[src/rtl/reg_file_wb.sv]
// rtl/reg_file_wb.sv - writeback register file with overflow-suppressed writes and sticky trap
module reg_file_wb #(
    parameter int wordLen = 32,
    parameter int addrLen = 5,
    parameter int bypass  = 1
) (
    input  logic               clk,
    input  logic               reset,
    input  logic [addrLen-1:0] ra1,
    input  logic [addrLen-1:0] ra2,
    output logic [wordLen-1:0] rd1,
    output logic [wordLen-1:0] rd2,
    input  logic               we,
    input  logic [addrLen-1:0] wa,
    input  logic [wordLen-1:0] wd,
    input  logic               wovf,
    input  logic               ovfClr,
    output logic               ovfTrap,
    output logic [addrLen-1:0] ovfAddr
);

    localparam int NumRegs = 2 ** addrLen;

    typedef enum logic {
        RUN  = 1'b0,
        TRAP = 1'b1
    } state_t;

    state_t             state_q, state_d;
    logic [addrLen-1:0] addr_q, addr_d;
    logic [wordLen-1:0] regs_q [NumRegs];
    logic [wordLen-1:0] regs_d [NumRegs];

    logic commit;
    logic trap_set;

    // wovf only matters when a write is actually requested
    assign commit   = we & ~wovf & (state_q == RUN) & (wa != '0);
    assign trap_set = we & wovf & (state_q == RUN);

    always_ff @(posedge clk or posedge reset) begin
        if (reset) begin
            state_q <= RUN;
            addr_q  <= '0;
            regs_q  <= '{default: '0};
        end else begin
            state_q <= state_d;
            addr_q  <= addr_d;
            regs_q  <= regs_d;
        end
    end

    always_comb begin
        state_d = state_q;
        case (state_q)
            RUN:     if (trap_set) state_d = TRAP;
            TRAP:    if (ovfClr)   state_d = RUN;
            default: state_d = RUN;
        endcase
    end

    always_comb begin
        addr_d = addr_q;
        if (trap_set) addr_d = wa;
    end

    always_comb begin
        regs_d = regs_q;
        if (commit) regs_d[wa] = wd;
    end

    always_comb begin
        ovfTrap = (state_q == TRAP);
        ovfAddr = addr_q;
    end

    always_comb begin
        rd1 = regs_q[ra1];
        if ((bypass != 0) && commit && (ra1 == wa)) rd1 = wd;
        if (ra1 == '0) rd1 = '0;
    end

    always_comb begin
        rd2 = regs_q[ra2];
        if ((bypass != 0) && commit && (ra2 == wa)) rd2 = wd;
        if (ra2 == '0) rd2 = '0;
    end

endmodule
[config.mk]
export PLATFORM = sky130hd
export DESIGN_NAME = reg_file_wb
export DESIGN_NICKNAME = d
export VERILOG_FILES = /design/src/rtl/reg_file_wb.sv
export SDC_FILE = /design/constraint.sdc
export NUM_CORES = 2
export LEC_CHECK = 0
export BUFFER_PORTS_ARGS = -buffer_cell sky130_fd_sc_hd__buf_2
export CORE_AREA = 2 2 336 338
export DETAILED_ROUTE_END_ITERATION = 10
export DIE_AREA = 0 0 338 340
export PLACE_DENSITY = 0.68
export SKIP_CTS_REPAIR_TIMING = 1
export SLEW_MARGIN = 20
export SYNTH_ARGS = -nofsm -noshare
export SYNTH_HDL_FRONTEND = slang
export SYNTH_SLANG_ARGS = --single-unit
[constraint.sdc]
create_clock -name clk -period 41.8 [get_ports clk]
set_clock_uncertainty 0.2 [all_clocks]
set_input_delay 2.09 -clock clk [delete_from_list [all_inputs] [get_ports clk]]
set_output_delay 2.09 -clock clk [all_outputs]
set_load 0.01 [all_outputs]
==> Yosys cells after proc, flatten, opt, wreduce, memory -nomap -nowiden <==
Index checks and enable logic that the tools add are counted.
{ "totals": {"reg_bits": 1030, "latchBits": 0, "ramBits": 0, "rom_bits": 0, "inputBits": 52, "elab_cells": 72, "memories": 0} }
{ "classes": {"add_sub_neg": 0, "mul": 0, "div_mod_pow": 0, "n_lt_le_gt_ge": 4, "eq_ne": 2, "shift": 0, "n_mux": 16, "bitwise_logic": 10, "reduce_logical": 6} }
{ "op_table": {"columns": ["operator", "count"], "rows": [
  ["$bwmux 1024", 1],
  ["$bmux 32 s5", 2],
  ["$mux 32", 9],
  ["$demux 32 s5", 1],
  ["$ge 6x6->1 const B", 3],
  ["$not 5->6", 3],
  ["$eq 5x5->1", 2],
  ["$logic_not 5->1", 2],
  ["$lt 6x1->1 const B", 1],
  ["$and 1x1->1", 5],
  ["$reduce_bool 5->1", 1],
  ["$logic_and 1x1->1", 3],
  ["$mux 1", 2],
  ["$not 1->1", 2],
  ["$pmux 1 s2", 1]
]} }

==> Logic depth before layout (Yosys ltp) <==
{ "depth": {"ltp_word": 7, "ltp_mapped": 10, "ltp_nobuf": 5} }

==> Worst setup path before layout <==
Ideal clock, no wire load.
{ "synth_path": {"path_kind": "in2out", "startpoint": "in ra1[2]", "endpoint": "out rd1[10]", "arrival_ns": 3.845, "path_slack_ns": 35.665, "stages": 8, "path_buffers": 3, "cell_sequence": "buf_2 -> buf_2 -> buf_1 -> mux4_2 -> mux2_2 -> a221oi_1 -> nor4_1 -> a21o_1"} }
{ "synth_via": {"elab_chain_cells": 6, "elab_cells_between_ends": 9, "classes_between": "eq/ne (1); mux (5); bitwise (1); reduce/logical (2)"} }
{ "synth_lines": {"columns": ["element", "line_no", "source"], "rows": [
  ["start, declared", "9", "input logic [addrLen-1:0] ra1,"],
  ["$not 5->6 (not written as such)", "78", "rd1 = regs_q[ra1];"],
  ["$bmux 32 s5", "78", null],
  ["$mux 32 (not written as such) (2 in series)", "78", null],
  ["$mux 32", "79", "if ((bypass != 0) && commit && (ra1 == wa)) rd1 = wd;"],
  ["$mux 32 *", "80", "if (ra1 == '0) rd1 = '0;"],
  ["end, declared", "11", "output logic [wordLen-1:0] rd1,"]
]} }
Every way passes the cells marked *; elsewhere a longest branch is shown, timed or not. The select of a mux whose other input is x is not followed.

==> Final worst setup path <==
{ "layout_path": {"startpoint": "in ra2[2]", "endpoint": "out rd2[4]"} }
{ "layout_via": {"elab_chain_cells": 6, "elab_cells_between_ends": 9, "classes_between": "eq/ne (1); mux (5); bitwise (1); reduce/logical (2)"} }
{ "layout_lines": {"columns": ["element", "line_no", "source"], "rows": [
  ["start, declared", "10", "input logic [addrLen-1:0] ra2,"],
  ["$not 5->6 (not written as such)", "84", "rd2 = regs_q[ra2];"],
  ["$bmux 32 s5", "84", null],
  ["$mux 32 (not written as such) (2 in series)", "84", null],
  ["$mux 32", "85", "if ((bypass != 0) && commit && (ra2 == wa)) rd2 = wd;"],
  ["$mux 32 *", "86", "if (ra2 == '0) rd2 = '0;"],
  ["end, declared", "12", "output logic [wordLen-1:0] rd2,"]
]} }
Marked as above.

==> flow_metrics.env <==
export IMPL_synth_edff_count=0
export IMPL_grt_max_degree=157
export IMPL_routed_wl_um=182000
export IMPL_tightest_slew_ps=1250
export IMPL_cts_tree="built"
export IMPL_ir_drop_v=0.0000297
export IMPL_layout_drive_gt1_share_pct=46.2
export IMPL_yosysSeqAreaShare_pct=46.5
export IMPL_syn_area_um2=55400
export IMPL_wl_per_cell_um=33.8
export IMPL_multi_input_comb_area_um2=27700
export IMPL_leakagePower_nw=27.7
export IMPL_num_rows=123
export IMPL_diodes=0
export IMPL_synth_nets=3966
export IMPL_synth_warnings=0
export IMPL_core_area_um2=112000
export IMPL_final_cells=5381
export IMPL_met2_usage_pct=47.2
export IMPL_area_delta_synth_final_pct=9.04
export IMPL_period_share_pct=20.3
export IMPL_critPathKind="primary input to primary output"
export IMPL_layout_commonest_cell="dfrtp_1"
export IMPL_cts_root_buf="clkbuf_16"
export IMPL_fmax_mhz=118
export IMPL_cts_sink_count=1030
export IMPL_regArea_um2=25800
export IMPL_synthFlopType="dfrtp_1"
export IMPL_fin_nets=3840
export IMPL_grt_overflow_total=0
export IMPL_required_ps=39510
export IMPL_crit_arrival_ps=6180
export IMPL_dr_first_iter_drc_count=4492
export IMPL_cts_max_path_buffers=3
export IMPL_whs_ps=193
export IMPL_synth_seq_cells=1030
export IMPL_syn_area_per_cell_um2=14.2
export IMPL_rsz0062_at_grt="false"
export IMPL_numPortBuffers=121
export IMPL_maxSlewHeadroom_pct=16.5
export IMPL_startpoint_type="primary input"
export IMPL_antenna_left=0
export IMPL_final_cell_mix="dfrtp_1, mux2_2, mux4_2"
export IMPL_min_path_type="flip-flop to flip-flop"
export IMPL_status="finished clean"
export IMPL_endpoint_kind="primary output"
export IMPL_ys_types=66
export IMPL_via_per_inst=6.99
export IMPL_power_density_nw_per_um2=42.9
export IMPL_place_area_um2=56700
export IMPL_clkTransAtPathRegs_ps=60
export IMPL_grt_pass1_wl_um=265000
export IMPL_worstSkewPairLatency_ps=680
export IMPL_drc_errors=0
export IMPL_die_h_um=340
export IMPL_place_congestion=0.812
export IMPL_initial_core_util_pct=49.7
export IMPL_die_area_um2=115000
export IMPL_h_tree_depth=3
export IMPL_async_flop_share_pct=100
export IMPL_grt_pass1_vias=38000
export IMPL_path_max_fanout=64
export IMPL_firstDrtPassIters=6
export IMPL_antenna_found_initial=7
export IMPL_busiest_layer="met2"
export IMPL_synthCells=3914
export IMPL_cts_buffers=114
export IMPL_dp_hpwl_um=98200
export IMPL_hold_viol_final=0
export IMPL_final_util_pct=54.1
export IMPL_io_pins=122
export IMPL_fillers=9096
export IMPL_grtUsageTotal_pct=31.8
export IMPL_use_met1_pct=45.6
export IMPL_fin_area_um2=60400
export IMPL_slew_viol_final=0
export IMPL_setup_viol=0
export IMPL_fin_tns_setup_ps=0
export IMPL_met3_usage_pct=6.83
export IMPL_vias=37600
export IMPL_die_w_um=338
export IMPL_maxCapViolCount=0
export IMPL_dp_cells=5172
export IMPL_min_period_ps=8470
==> logic make-up after synthesis <==
kind of cell              count (synthesis)  synth area share (%)
muxes                                  1622                  40.0
DFF                                    1030                  46.5
AOI/OAI and AO/OA                       519                  6.78
buffers and inverters                   459                  3.99
and+or+nand+nor                         274                  2.57
xor gates and xnor gates                 10                 0.158
==> power by group <==
group | switching [mW] | total, mW | internal (mW) | leakage, nW
combinational | 0.190 | 0.398 | 0.209 | 11.9
sequential | 0.0825 | 1.19 | 1.11 | 13.9
clock | 0.418 | 1.00 | 0.585 | 1.86
total | 0.690 | 2.59 | 1.90 | 27.7
==> critical path, stage by stage <==
cell and delay (ps):
buf_6 630, buf_4 750, inv_1 540, buf_4 450, mux2i_1 180, a2111oi_0 930
a311o_1 340, buf_2 180
==> final timing paths <==
path	from	end	slack, ps	cells past startpoint
setup / recovery	ra2[2]	rd2[4]	33330	8
min in group asynchronous	reset	regs_q[954]	1360	2
max in group asynchronous	reset	regs_q[170]	37000	5
hold / removal	regs_q[1003]	regs_q[1003]	190	0
hold reg to reg	regs_q[1003]	regs_q[1003]	190	0
setup reg to reg	ovfTrap	regs_q[501]	38280	5
==> cell type report <==
cell class                      instances  share of cell area [%]
Clock buffer                          169                    5.58
Clock inverter                         40                   0.574
Timing Repair Buffer                  206                    2.23
Multi-Input combinational cell       2425                    45.8
Sequential cell                      1030                    42.7
Inverter                               11                  0.0808
Tap cell                             1500                    3.11
==> registers in the layout, summed over array words and instances, names as in the netlist <==
name / flops
ovfAddr: 5
ovfTrap: 1
regs_q: 1024
==> through the flow <==
step / worst slack, ps / power [mW]
floorplan: 10520 / 1.49
global placement: 33310 / 1.59
detailed placement: 33350 / 1.60
CTS: 33350 / 2.60
global route: 33110 / 2.68
finish: 33330 / 2.59
==> Yosys cell counts, drive strengths merged (14+ instances only) <==
cell type | number | area, um^2
a31oi | 18 | 113
o211ai | 14 | 105
nor2 | 37 | 146
buf | 227 | 1340
a211oi | 39 | 293
nor4 | 36 | 246
o221ai | 69 | 604
mux2 | 980 | 11000
o21ai | 104 | 520
clkbuf | 221 | 830
mux4 | 375 | 8450
a21o | 33 | 248
a22o | 43 | 377
a21oi | 39 | 195
o22ai | 33 | 206
mux2i | 267 | 2670
a221oi | 62 | 543
nor3 | 27 | 135
nand2 | 114 | 438
dfrtp | 1030 | 25800
a22oi | 24 | 180
==> metal layers <==
layer,share of wire (%),wire [um]
met2,45,81100
met3,9.3,17000
met1,41,75100
met4,4.6,8440
met5,0.0072,13
Note: power is estimated with default switching activity, not from simulation.
